### config.mk
export PLATFORM = sky130hd
export DESIGN_NAME = calc_result_display
export DESIGN_NICKNAME = d
export VERILOG_FILES = /design/src/rtl/calc_pkg.sv /design/src/rtl/seg7_encode.sv /design/src/rtl/calc_result_display.sv
export SDC_FILE = /design/constraint.sdc
export NUM_CORES = 1
export LEC_CHECK = 0
export CAP_MARGIN = 5
export CORE_ASPECT_RATIO = 0.6
export CORE_MARGIN = 2
export CORE_UTILIZATION = 50
export DETAILED_ROUTE_END_ITERATION = 7
export PLACE_DENSITY = 0.7
export SYNTH_ARGS = -nofsm -noshare
export SYNTH_HDL_FRONTEND = slang
export SYNTH_SLANG_ARGS = --single-unit
### constraint.sdc
create_clock -name clk -period 5.2 [get_ports clk]
set_input_delay 0.52 -clock clk [delete_from_list [all_inputs] [get_ports clk]]
set_output_delay 0.52 -clock clk [all_outputs]
set_load 0.005 [all_outputs]
### src/rtl/calc_pkg.sv
`default_nettype none
// ============================================================================
// Package     : calc_pkg
// Description : Glyph codes, active-low seven-segment patterns and display
//               state type shared by the calculator result display.
// Revision    : 1.0 - initial release
// ============================================================================
package calc_pkg;

  // Glyph codes; 0..9 are the decimal digits themselves
  localparam logic [3:0] GLYPH_MINUS = 4'd10;
  localparam logic [3:0] GLYPH_E     = 4'd11;
  localparam logic [3:0] GLYPH_R     = 4'd12;
  localparam logic [3:0] GLYPH_BLANK = 4'd15;

  // Segment patterns, bit order {g,f,e,d,c,b,a}, a 0 lights the segment
  localparam logic [6:0] SEG_0     = 7'h40;
  localparam logic [6:0] SEG_1     = 7'h79;
  localparam logic [6:0] SEG_2     = 7'h24;
  localparam logic [6:0] SEG_3     = 7'h30;
  localparam logic [6:0] SEG_4     = 7'h19;
  localparam logic [6:0] SEG_5     = 7'h12;
  localparam logic [6:0] SEG_6     = 7'h02;
  localparam logic [6:0] SEG_7     = 7'h78;
  localparam logic [6:0] SEG_8     = 7'h00;
  localparam logic [6:0] SEG_9     = 7'h10;
  localparam logic [6:0] SEG_MINUS = 7'h3F;
  localparam logic [6:0] SEG_E     = 7'h06;
  localparam logic [6:0] SEG_R     = 7'h2F;
  localparam logic [6:0] SEG_BLANK = 7'h7F;

  typedef enum logic [1:0] {
    IDLE = 2'd0,
    SHOW = 2'd1,
    ERR  = 2'd2
  } disp_state_e;

endpackage
`default_nettype wire

### src/rtl/seg7_encode.sv
`default_nettype none
// ============================================================================
// Module      : seg7_encode
// Description : Combinational glyph code to active-low segment pattern.
//               Unassigned codes render blank.
// Revision    : 1.0 - initial release
// ============================================================================
module seg7_encode
  import calc_pkg::*;
(
  input  logic [3:0] glyph_i,
  output logic [6:0] seg_n_o
);

  // Lookup of the segment pattern for each glyph code
  always_comb begin
    seg_n_o = SEG_BLANK;
    case (glyph_i)
      4'd0:        seg_n_o = SEG_0;
      4'd1:        seg_n_o = SEG_1;
      4'd2:        seg_n_o = SEG_2;
      4'd3:        seg_n_o = SEG_3;
      4'd4:        seg_n_o = SEG_4;
      4'd5:        seg_n_o = SEG_5;
      4'd6:        seg_n_o = SEG_6;
      4'd7:        seg_n_o = SEG_7;
      4'd8:        seg_n_o = SEG_8;
      4'd9:        seg_n_o = SEG_9;
      GLYPH_MINUS: seg_n_o = SEG_MINUS;
      GLYPH_E:     seg_n_o = SEG_E;
      GLYPH_R:     seg_n_o = SEG_R;
      default:     seg_n_o = SEG_BLANK;
    endcase
  end

endmodule
`default_nettype wire

### src/rtl/calc_result_display.sv
`default_nettype none
// ============================================================================
// Module      : calc_result_display
// Description : Accepts an ALU result over valid/ready, stores it and scans it
//               onto a 4-digit common-anode seven-segment display. After each
//               accept, ready is held low for one full scan frame.
//               Option macro CALC_DISP_LZB_EN: blank the tens digit of a
//               numeric result below 10.
// Revision    : 1.0 - initial release
// ============================================================================
module calc_result_display
  import calc_pkg::*;
#(
  parameter int unsigned SCAN_DIV = 1000
) (
  input  logic       clk,
  input  logic       rst_n,
  input  logic       res_valid,
  output logic       res_ready,
  input  logic [3:0] res_value,
  input  logic       res_sign,
  input  logic       res_zero,
  input  logic       res_dz,
  input  logic       clr,
  output logic [6:0] seg_n,
  output logic [3:0] an_n
);

  localparam logic [15:0] SCAN_LAST  = 16'(SCAN_DIV - 1);
  localparam logic [17:0] FRAME_LAST = 18'((4 * SCAN_DIV) - 1);

  disp_state_e state_q, state_d;
  logic [3:0]  value_q, value_d;
  logic        sign_q,  sign_d;
  logic        zero_q,  zero_d;
  logic [15:0] scan_q,  scan_d;
  logic [1:0]  digit_q, digit_d;
  logic [17:0] hold_q,  hold_d;
  logic        ready_q, ready_d;
  logic [6:0]  seg_q,   seg_d;
  logic [3:0]  an_q,    an_d;
  logic [3:0]  glyph_d;
  logic [3:0]  tens_d;
  logic [3:0]  units_d;
  logic        accept;

  assign accept    = res_valid && ready_q;
  assign res_ready = ready_q;
  assign seg_n     = seg_q;
  assign an_n      = an_q;

  // Next state: clear beats accept, accept starts the one-frame holdoff
  always_comb begin
    state_d = state_q;
    value_d = value_q;
    sign_d  = sign_q;
    zero_d  = zero_q;
    ready_d = ready_q;
    hold_d  = hold_q;
    if (clr) begin
      state_d = IDLE;
      value_d = 4'd0;
      sign_d  = 1'b0;
      zero_d  = 1'b0;
      ready_d = 1'b1;
      hold_d  = 18'd0;
    end else if (accept) begin
      state_d = res_dz ? ERR : SHOW;
      value_d = res_value;
      sign_d  = res_sign;
      zero_d  = res_zero;
      ready_d = 1'b0;
      hold_d  = 18'd0;
    end else if (!ready_q) begin
      if (hold_q == FRAME_LAST) begin
        ready_d = 1'b1;
      end else begin
        hold_d = hold_q + 18'd1;
      end
    end
  end

  // Free-running digit scan, independent of accepts
  always_comb begin
    scan_d  = scan_q + 16'd1;
    digit_d = digit_q;
    if (scan_q == SCAN_LAST) begin
      scan_d  = 16'd0;
      digit_d = digit_q + 2'd1;
    end
  end

  // Glyph and anode select for the digit that will be lit after this edge
  always_comb begin
    glyph_d = GLYPH_BLANK;
    an_d    = 4'hF;
    tens_d  = (value_d >= 4'd10) ? 4'd1 : 4'd0;
    units_d = (value_d >= 4'd10) ? (value_d - 4'd10) : value_d;
    if (state_d != IDLE) begin
      an_d = ~(4'b0001 << digit_d);
    end
    case (state_d)
      SHOW: begin
        case (digit_d)
          2'd3: glyph_d = (sign_d && !zero_d) ? GLYPH_MINUS : GLYPH_BLANK;
          2'd2: glyph_d = GLYPH_BLANK;
`ifdef CALC_DISP_LZB_EN
          2'd1: glyph_d = (value_d < 4'd10) ? GLYPH_BLANK : tens_d;
`else
          2'd1: glyph_d = tens_d;
`endif
          default: glyph_d = units_d;
        endcase
      end
      ERR: begin
        case (digit_d)
          2'd3:    glyph_d = GLYPH_E;
          2'd2:    glyph_d = GLYPH_R;
          2'd1:    glyph_d = GLYPH_R;
          default: glyph_d = GLYPH_BLANK;
        endcase
      end
      default: glyph_d = GLYPH_BLANK;
    endcase
  end

  seg7_encode u_seg7_encode (
    .glyph_i (glyph_d),
    .seg_n_o (seg_d)
  );

  // State, result, counters and display pins all update on the same edge
  always_ff @(posedge clk or negedge rst_n) begin
    if (!rst_n) begin
      state_q <= IDLE;
      value_q <= 4'd0;
      sign_q  <= 1'b0;
      zero_q  <= 1'b0;
      scan_q  <= 16'd0;
      digit_q <= 2'd0;
      hold_q  <= 18'd0;
      ready_q <= 1'b1;
      seg_q   <= SEG_BLANK;
      an_q    <= 4'hF;
    end else begin
      state_q <= state_d;
      value_q <= value_d;
      sign_q  <= sign_d;
      zero_q  <= zero_d;
      scan_q  <= scan_d;
      digit_q <= digit_d;
      hold_q  <= hold_d;
      ready_q <= ready_d;
      seg_q   <= seg_d;
      an_q    <= an_d;
    end
  end

endmodule
`default_nettype wire

After elaboration in Yosys (flattened, before gate mapping):

Memory sizes are Yosys's and may differ from the RTL's. A register that Yosys moved wholly into a read port is not among the register bits.
Cells that the tools add are included.

* $add $sub $neg: 4
* order comparisons: 1
* equality and inequality tests: 9
* shift operators: 1
* multiplexer cells: 26
* bitwise operators: 1
* reductions and logical operators: 7

Operators by type and width (count)
* $mux 18: 4
* $add 18x1->18 const B: 1
* $eq 18x12->1 const B: 1
* $add 16x1->16 const B: 1
* $eq 16x10->1 const B: 1
* $mux 16: 1
* $mux 4: 4
* $pmux 4 s3: 1
* $mux 1: 9
* $mux 2: 4
* $pmux 4 s2: 1
* $eq 2x2->1 const B: 3
* $pmux 3 s2: 1
* $eq 2x1->1 const B: 2
* $ge 4x4->1 const B: 1
* $not 4->4: 1
* $shl 1x2->4 const A: 1
* $sub 4x4->4 const B: 1
* $mux 3: 1
* $ne 3x2->1 const B: 1
* $ne 3x3->1 const B: 1
* $add 2x1->2 const B: 1
* $logic_and 1x1->1: 2
* $logic_not 1->1: 2
* 3 further kinds: 3

* flip-flop bits (word level): 49
* ROM bits: 112
* input port bits: 11
* output and inout port bits: 12
* memories: 1

Memories
* (name not given): depth 16, width 7, rd ports 1, clocked after memory_dff 1, write ports 0, line seg7_encode.sv:18 `case (glyph_i)`

Logic depth before layout (Yosys ltp):

Gate-level depths: netlist of run 1.

* depth after elaboration: 8
* mapped depth: 16
* depth with buffers taken out: 16

Modules after synthesis:

From an unflattened synthesis of run 1, not the netlist that was laid out.

* cell total of the unflattened synthesis: 318
* area, all modules: 3134.3 sq um

By module, submodules not included
* calc_result_display: instances 1, cells an instance 285, area an instance 2881.5 sq um, seq. area each 1416.4 sq um
* seg7_encode: instances 1, cells an instance 33, area an instance 252.7 sq um, seq. area each 0.0 sq um

Least setup slack after synthesis of run 1:

OpenSTA, ideal clock, no wires.

* path type: register -> register
* start point: reg scan_q[4]
* end point: reg seg_q[4] (netlist: seg_n[4])
* library setup time: 0.073 ns
* arrival: 3.683 ns
* data required time: 5.127 ns
* setup slack: 1.444 ns
* stages on the path, launching flop included: 16
* path buffers: 0
* period minus slack after synthesis: 3.756 ns
* path through: dfrtp_1 > or3_2 > nor4_4 > nand2_1 > xor2_1 > inv_1 > ha_1 > or3_1 > nand2_1 > nor2_1 > a221oi_2 > inv_1 > ha_1 > nor2_1 > a21oi_1 > a21oi_1

* word-level cells in the longest chain between the ends: 6
* elaborated cells between the ends (all ways): 9
* classes of those cells: eq/ne: 4; mux: 4; reduce/logical: 1

Ends and longest elaborated chain
* start: declaration: line calc_result_display.sv:36 `logic [15:0] scan_q, scan_d;`
* start signal: assignment: line calc_result_display.sv:150 `scan_q <= scan_d;`
* $eq 16x10->1 *: line calc_result_display.sv:87 `if (scan_q == SCAN_LAST) begin`
* $mux 2 *: line calc_result_display.sv:87
* net digit_d[1]: line calc_result_display.sv:37 `logic [1:0] digit_q, digit_d;`
* $eq 2x1->1 / $eq 2x2->1 (equally long branches): line calc_result_display.sv:104, calc_result_display.sv:116
* $reduce_or 2->1 (no source line)
* $pmux 3 s2: line calc_result_display.sv:116 `case (digit_d)`
* $pmux 4 s2 *: line calc_result_display.sv:102 `case (state_d)`
* end: declaration: line calc_result_display.sv:40 `logic [6:0] seg_q, seg_d;`

Mark *: on every way through the listed nets, which the timed path passes. The rest lies on a longest branch.
A chain may end at the register's enable or synchronous reset.

Final worst setup path of run 1:

Ends and elaborated chain as after synthesis.

==> run metrics, run 1 <==
element type at the critical path end=flip-flop; Max stage delay on crit path=roughly 560 ps; Detail Route Antenna Nets=0; RSZ-0062 raised after global routing=no; gr ovfl total=0; commonest cells in the netlist=44 x dfrtp_1, 28 x nand2_1, 28 x nor2_1; critical path type=reg -> reg; vias in the first global route=between 2000 and 2500; fin util=0.578; top cells by area, synth=dfrtp_1 35%, dfstp_2 10%, ha_1 6.8%; GP Congestion=0.874; CTS Hold Bufs=0; ys flop type=dfrtp_1; fmax=0.233 GHz; Nets=368; Cell Pwr Density=258 nW/um^2; Die W=about 110 um; worst path cell trace=or3_2 > nor4_4 > nand2_1 > xor2_1 > inv_1 > ha_1 > or3_1 > nand2_1 > nor2_1 > a221oi_2 > inv_1 > ha_1 > nor2_1 > a21oi_1 > a21oi_1; drt via density=roughly 5.6; clk root buf=clkbuf_8; final design area excluding fillers=roughly 3500 sq um; Pre-antenna DRT Iters=5; Post CTS Setup Buffer Count=0; Core ar.=6060 sq um; Max Slew Vio Count=0; initial antenna violation count=0; top-area cell type share of the netlist area=0.354; worst reg2reg startpoint=scan_q[4]; delay-heaviest family, CP=simple AND/OR/NAND/NOR gates; Bufs on Longest Clock Path=2; Post-synth EDFFs=0; H-tree Lvls=2; Final HPWL DP=4230 um; Netlist cell types=56; Worst-Skew Late Latency=310 ps; TritonCTS clock tree=built; static leakage=0.00155 uW; Num Clock Sinks=56; die area=6890 sq um; Slew @ Worst Pin=between 800 and 900 ps; part of the cycle the worst path needs=0.827; setup violators final=0; top-count cell post-synth=dfrtp_1; clock-pin slew on the worst setup and hold paths=100 ps; #FFs+latches synth=56; IO buf count=22; post-synthesis sequential area ratio=0.455; Final TNS setup=0 ps; Post-Syn Instances=318; Placed Area=3390 sq um; CP max stage cell=nor4_4; final hold violations=0; syn avg cell area=slightly below 10 sq um; chip height=65.1 um; initial detailed-routing violation count=180; DR WL/cell=14.1 um; largest net degree at the start of global routing=57; area delta synth->final=12.5%; Data required, critical path=5440 ps; Synth warnings=0; gr usage total=0.191; num rows=22; cts bufs inserted=5; Inst Count DP=417; startpoint types=flip-flop; asr flop ratio synth=1.00; Peak VDD IR=0.000117 V; Cell Count, Final, Fillers Out=425; cts repair resizes=0; relative slew slack=0.398; worst path bufs/invs=2; maximum fanout along the worst path=10; Initial Util=0.514; Post-Route WL=~6000 um; Syn Nets=~350; overall via count from detail_route=about 2400; first-pass GRT wire length=about 10000 um; diode count=0; clock skew=around 3.3 ps; Residual DRC=0; Hold Path Class=in -> async; CP arrival=4550 ps; Max Cap Viol=0; crit path from=scan_q[4]; io pins=23; Synth Cell Area=around 3100 sq um; status=finished, final reports clean; ratio of cells with drive above 1 in the final layout=0.123; area leader, netlist=dfrtp_1; fin crit period=between 4000 and 5000 ps
## flip-flops by register name, summed over array words and instances (netlist names)
| register | cells |
|---|---|
| an_n | 4 |
| digit_q | 2 |
| hold_q | 18 |
| res_ready | 1 |
| scan_q | 16 |
| seg_n | 7 |
| sign_q | 1 |
| state_q | 2 |
| value_q | 4 |
| zero_q | 1 |
## power breakdown
part           internal, uW  switching, uW
Clock                   138            143
Combinational          71.9           75.2
Sequential              466           10.2
## metal layers
layer | global-route usage | vias up | wire length (um)
met1 | 0.296 | 1118 | 3200
met3 | 0.0437 | 10 | 316
met2 | 0.266 | 64 | 2410
li1 | - | 1173 | -
met4 | 0.0543 | 0 | 72
met5 | 0 | - | 0
## cell families after synthesis
logic type                 share of synthesized area
buffers and inverters                         0.0382
DFF                                            0.455
AOI/OAI and AO/OA                              0.160
xor gates and xnor gates                      0.0478
muxes                                         0.0161
and+or+nand+nor                                0.215
adders and majority gates                     0.0683
## worst reg2reg max path, cell delays in order, from the launching register on
cell and delay [ps]:
dfrtp_1 410, or3_2 510, nor4_4 560, nand2_1 130, xor2_1 310, inv_1 150
ha_1 250, or3_1 400, nand2_1 100, nor2_1 50, a221oi_2 520, inv_1 140
ha_1 360, nor2_1 120, a21oi_1 50, a21oi_1 160
## cells in the final DEF (no fill, tap or decap), drive strengths merged, types with 5 or more instances in the layout
master	n
nand2b	8
nor2	28
ha	17
xor2	9
nand3	14
dfstp	12
nand4	5
and2	5
a31oi	13
o21ai	23
xnor2	8
nand2	29
clkbuf	7
and3	8
or3	5
a21oi	18
dfrtp	44
mux2i	5
clkdlybuf4s50	21
inv	17
## worst paths after layout
check | cells after the start | end | slack [ps]
worst max register to register | 15 | seg_n[4] | 900
min in group clk | 1 | scan_q[10] | 500
max in group asynchronous | 2 | scan_q[15] | 4410
worst min-delay path | 2 | zero_q | 320
worst max-delay path | 15 | seg_n[4] | 900
worst min register to register | 1 | scan_q[10] | 500
## metrics by stage
stage | setup slack (ps) | hold WS [ps] | power, uW
3_3_place_gp | 1180 | 473 | 629
4_1_cts | 883 | 351 | 915
6_report | 899 | 319 | 905
5_1_grt | 537 | 367 | 956
2_1_floorplan | 1440 | 224 | 569
3_5_place_dp | 922 | 483 | 632
## final cells by class
type	count	area (sq um)
well taps	84	105
inverters	17	63.8
clock inverters	1	8.76
flip-flops and latches	56	1420
multi-input cells	237	1580
repair buffers	23	223
clock buffers	7	108
fillers	535	2550
(Power assumes the default switching activity.)
==> run 2: changes to the inputs <==
==> constraint.sdc (replaced) <==
create_clock -name clk -period 4.4 [get_ports clk]
set_input_delay 0.44 -clock clk [delete_from_list [all_inputs] [get_ports clk]]
set_output_delay 0.44 -clock clk [all_outputs]
set_load 0.005 [all_outputs]
==> run 2 against run 1 <==
Clock-buffer cell count decreased by 2; critical path type unchanged; clock power increased by 23%; clock skew increased by 5.5 ps; setup slack got worse by 300 ps; largest power group unchanged; die area unchanged; register-to-register slack got worse by 300 ps.
==> run metrics, run 2 (synthesis results as in run 1) <==
status=finished, final reports clean; Inst Count DP=421 (+0.96%); Post-Route WL=6170 um (+2.9%); Crit path depth=16 (+1); Worst-Skew Late Latency=310 ps (about the same); CTS Hold Bufs=0 (unchanged); Slew @ Worst Pin=883 ps (-13.7 ps); maximum fanout along the worst path=7 (-3); WHS=168 ps (-151 ps); RSZ-0062 raised after global routing=no; clock skew=8.83 ps (+5.51 ps); total power=1090 uW (+20%); cts bufs inserted=5 (unchanged); io pins=23 (unchanged); DR WL/cell=14.4 um (+1.9%); worst path cell trace=or4_4 > nor4_4 > nand2_1 > xor2_1 > inv_1 > ha_1 > or3_1 > nand2_1 > nor2_1 > a221oi_2 > buf_4 > inv_1 > ha_1 > nor2_1 > a21oi_1 > a21oi_1; vias in the first global route=2213 (+4.4%); CP arrival=4050 ps (-500 ps); Data required, critical path=4650 ps (-790 ps); initial antenna violation count=0 (unchanged); die area=6890 sq um (unchanged); relative slew slack=0.408 (+0.00917); initial detailed-routing violation count=146 (-19%); gr usage total=0.195 (+0.00370); CP endpoint=seg_n[4]; first-pass GRT wire length=10700 um (+2.9%); cts repair resizes=0 (unchanged); fmax=0.263 GHz (+13%); Final TNS setup=0 ps (unchanged); drt via density=5.57 (+0.16%); CP max stage cell=or4_4; Bufs on Longest Clock Path=2 (unchanged); Max Slew Vio Count=0 (unchanged); IO buf count=22 (unchanged); Pre-antenna DRT Iters=4 (-1); overall via count from detail_route=2391 (+1.1%); delay-heaviest family, CP=simple AND/OR/NAND/NOR gates; Die W=106 um (unchanged); static leakage=0.00156 uW (+1.0%); Post CTS Setup Buffer Count=0 (unchanged); Cell Count, Final, Fillers Out=429 (+0.94%); most frequent cells in the layout=44 x dfrtp_1, 28 x nor2_1, 28 x nand2_1, 21 x o21ai_0, 21 x clkdlybuf4s50_1; reg2reg end=seg_n[4]; setup violators final=0 (unchanged); number of flip-flops in the largest register=18 (unchanged); largest net degree at the start of global routing=31 (-46%); commonest non-fill, non-tap cell in the layout=dfrtp_1; Num Clock Sinks=56 (unchanged); num rows=22 (unchanged); Reg2Reg Setup Slack=600 ps (-300 ps); Cell Pwr Density=308 nW/um^2 (+19%); Nets=372 (+1.1%); Final HPWL DP=4380 um (+3.7%); Max stage delay on crit path=560 ps (about the same); TritonCTS clock tree=built; Max Cap Viol=0 (unchanged); Detail Route Antenna Nets=0 (unchanged); crit path from=scan_q[12]; area delta synth->final=13.4%; startpoint types=flip-flop; diode count=0 (unchanged); part of the cycle the worst path needs=0.864 (+0.0373); GP Congestion=0.947 (+8.4%); Reg2Reg Depth=16 (+1); H-tree Lvls=2 (unchanged); worst path bufs/invs=3 (+1); worst reg2reg startpoint=scan_q[12]; gr ovfl total=0 (unchanged); chip height=65.1 um (unchanged); clock-pin slew on the worst setup and hold paths=110 ps (about the same); fin crit period=3800 ps (-498 ps); Initial Util=0.514 (unchanged); critical path type=reg -> reg; Peak VDD IR=0.000155 V (+32%); element type at the critical path end=flip-flop; Hold Path Class=in -> async; Residual DRC=0 (unchanged); clk root buf=clkbuf_8; Core ar.=6060 sq um (unchanged); register bank with the most flops=hold_q; fillers=532 (-0.56%); final hold violations=0 (unchanged); ratio of cells with drive above 1 in the final layout=0.133 (+0.0102)
## run 2: report_power, final
group | switching (uW) | internal [uW]
Clock | 175 | 172
Combinational | 90.5 | 87.6
Sequential | 11.0 | 551
## run 2: layout make-up
cell class,count,area (sq um),area share
inverter,17,63.8,0.0181
clock inverter,3,46.3,0.0131
tap,84,105,0.0298
timing repair buffer,27,253,0.0716
multi-input combinational,237,1580,0.447
clock buffer,5,68.8,0.0195
sequential,56,1420,0.401
## run 2: worst min-delay path by stage
stage	slack, ps	end
after global routing	210	zero_q
after floorplan	140	digit_q[0]
after CTS	190	scan_q[15]
after detailed placement	480	hold_q[10]
final	170	hold_q[7]
after global placement	470	hold_q[10]
## run 2: per-stage QoR
stage | setup slack, ps | util | instance area (sq um)
global placement | 760 | 0.564 | 3420
CTS | 600 | 0.583 | 3530
detailed placement | 641 | 0.564 | 3420
finish | 597 | 0.583 | 3530
floorplan | 644 | - | 3110
global route | 257 | 0.583 | 3530
## run 2: worst register-to-register path, delay by kind of cell (launching register included)
kind / cells / cell delay, ps
and+or+nand+nor: 7 / 1630
adders and majority gates: 2 / 580
AOI/OAI and AO/OA: 3 / 440
DFF: 1 / 430
buffers and inverters: 3 / 390
xor gates and xnor gates: 1 / 300
## run 2: metal layers
| layer | global-route usage | part of all wire |
|---|---|---|
| met5 | 0 | 0 |
| met3 | 0.0367 | 0.053 |
| met2 | 0.285 | 0.42 |
| met1 | 0.299 | 0.53 |
| met4 | 0.0444 | 0.0036 |
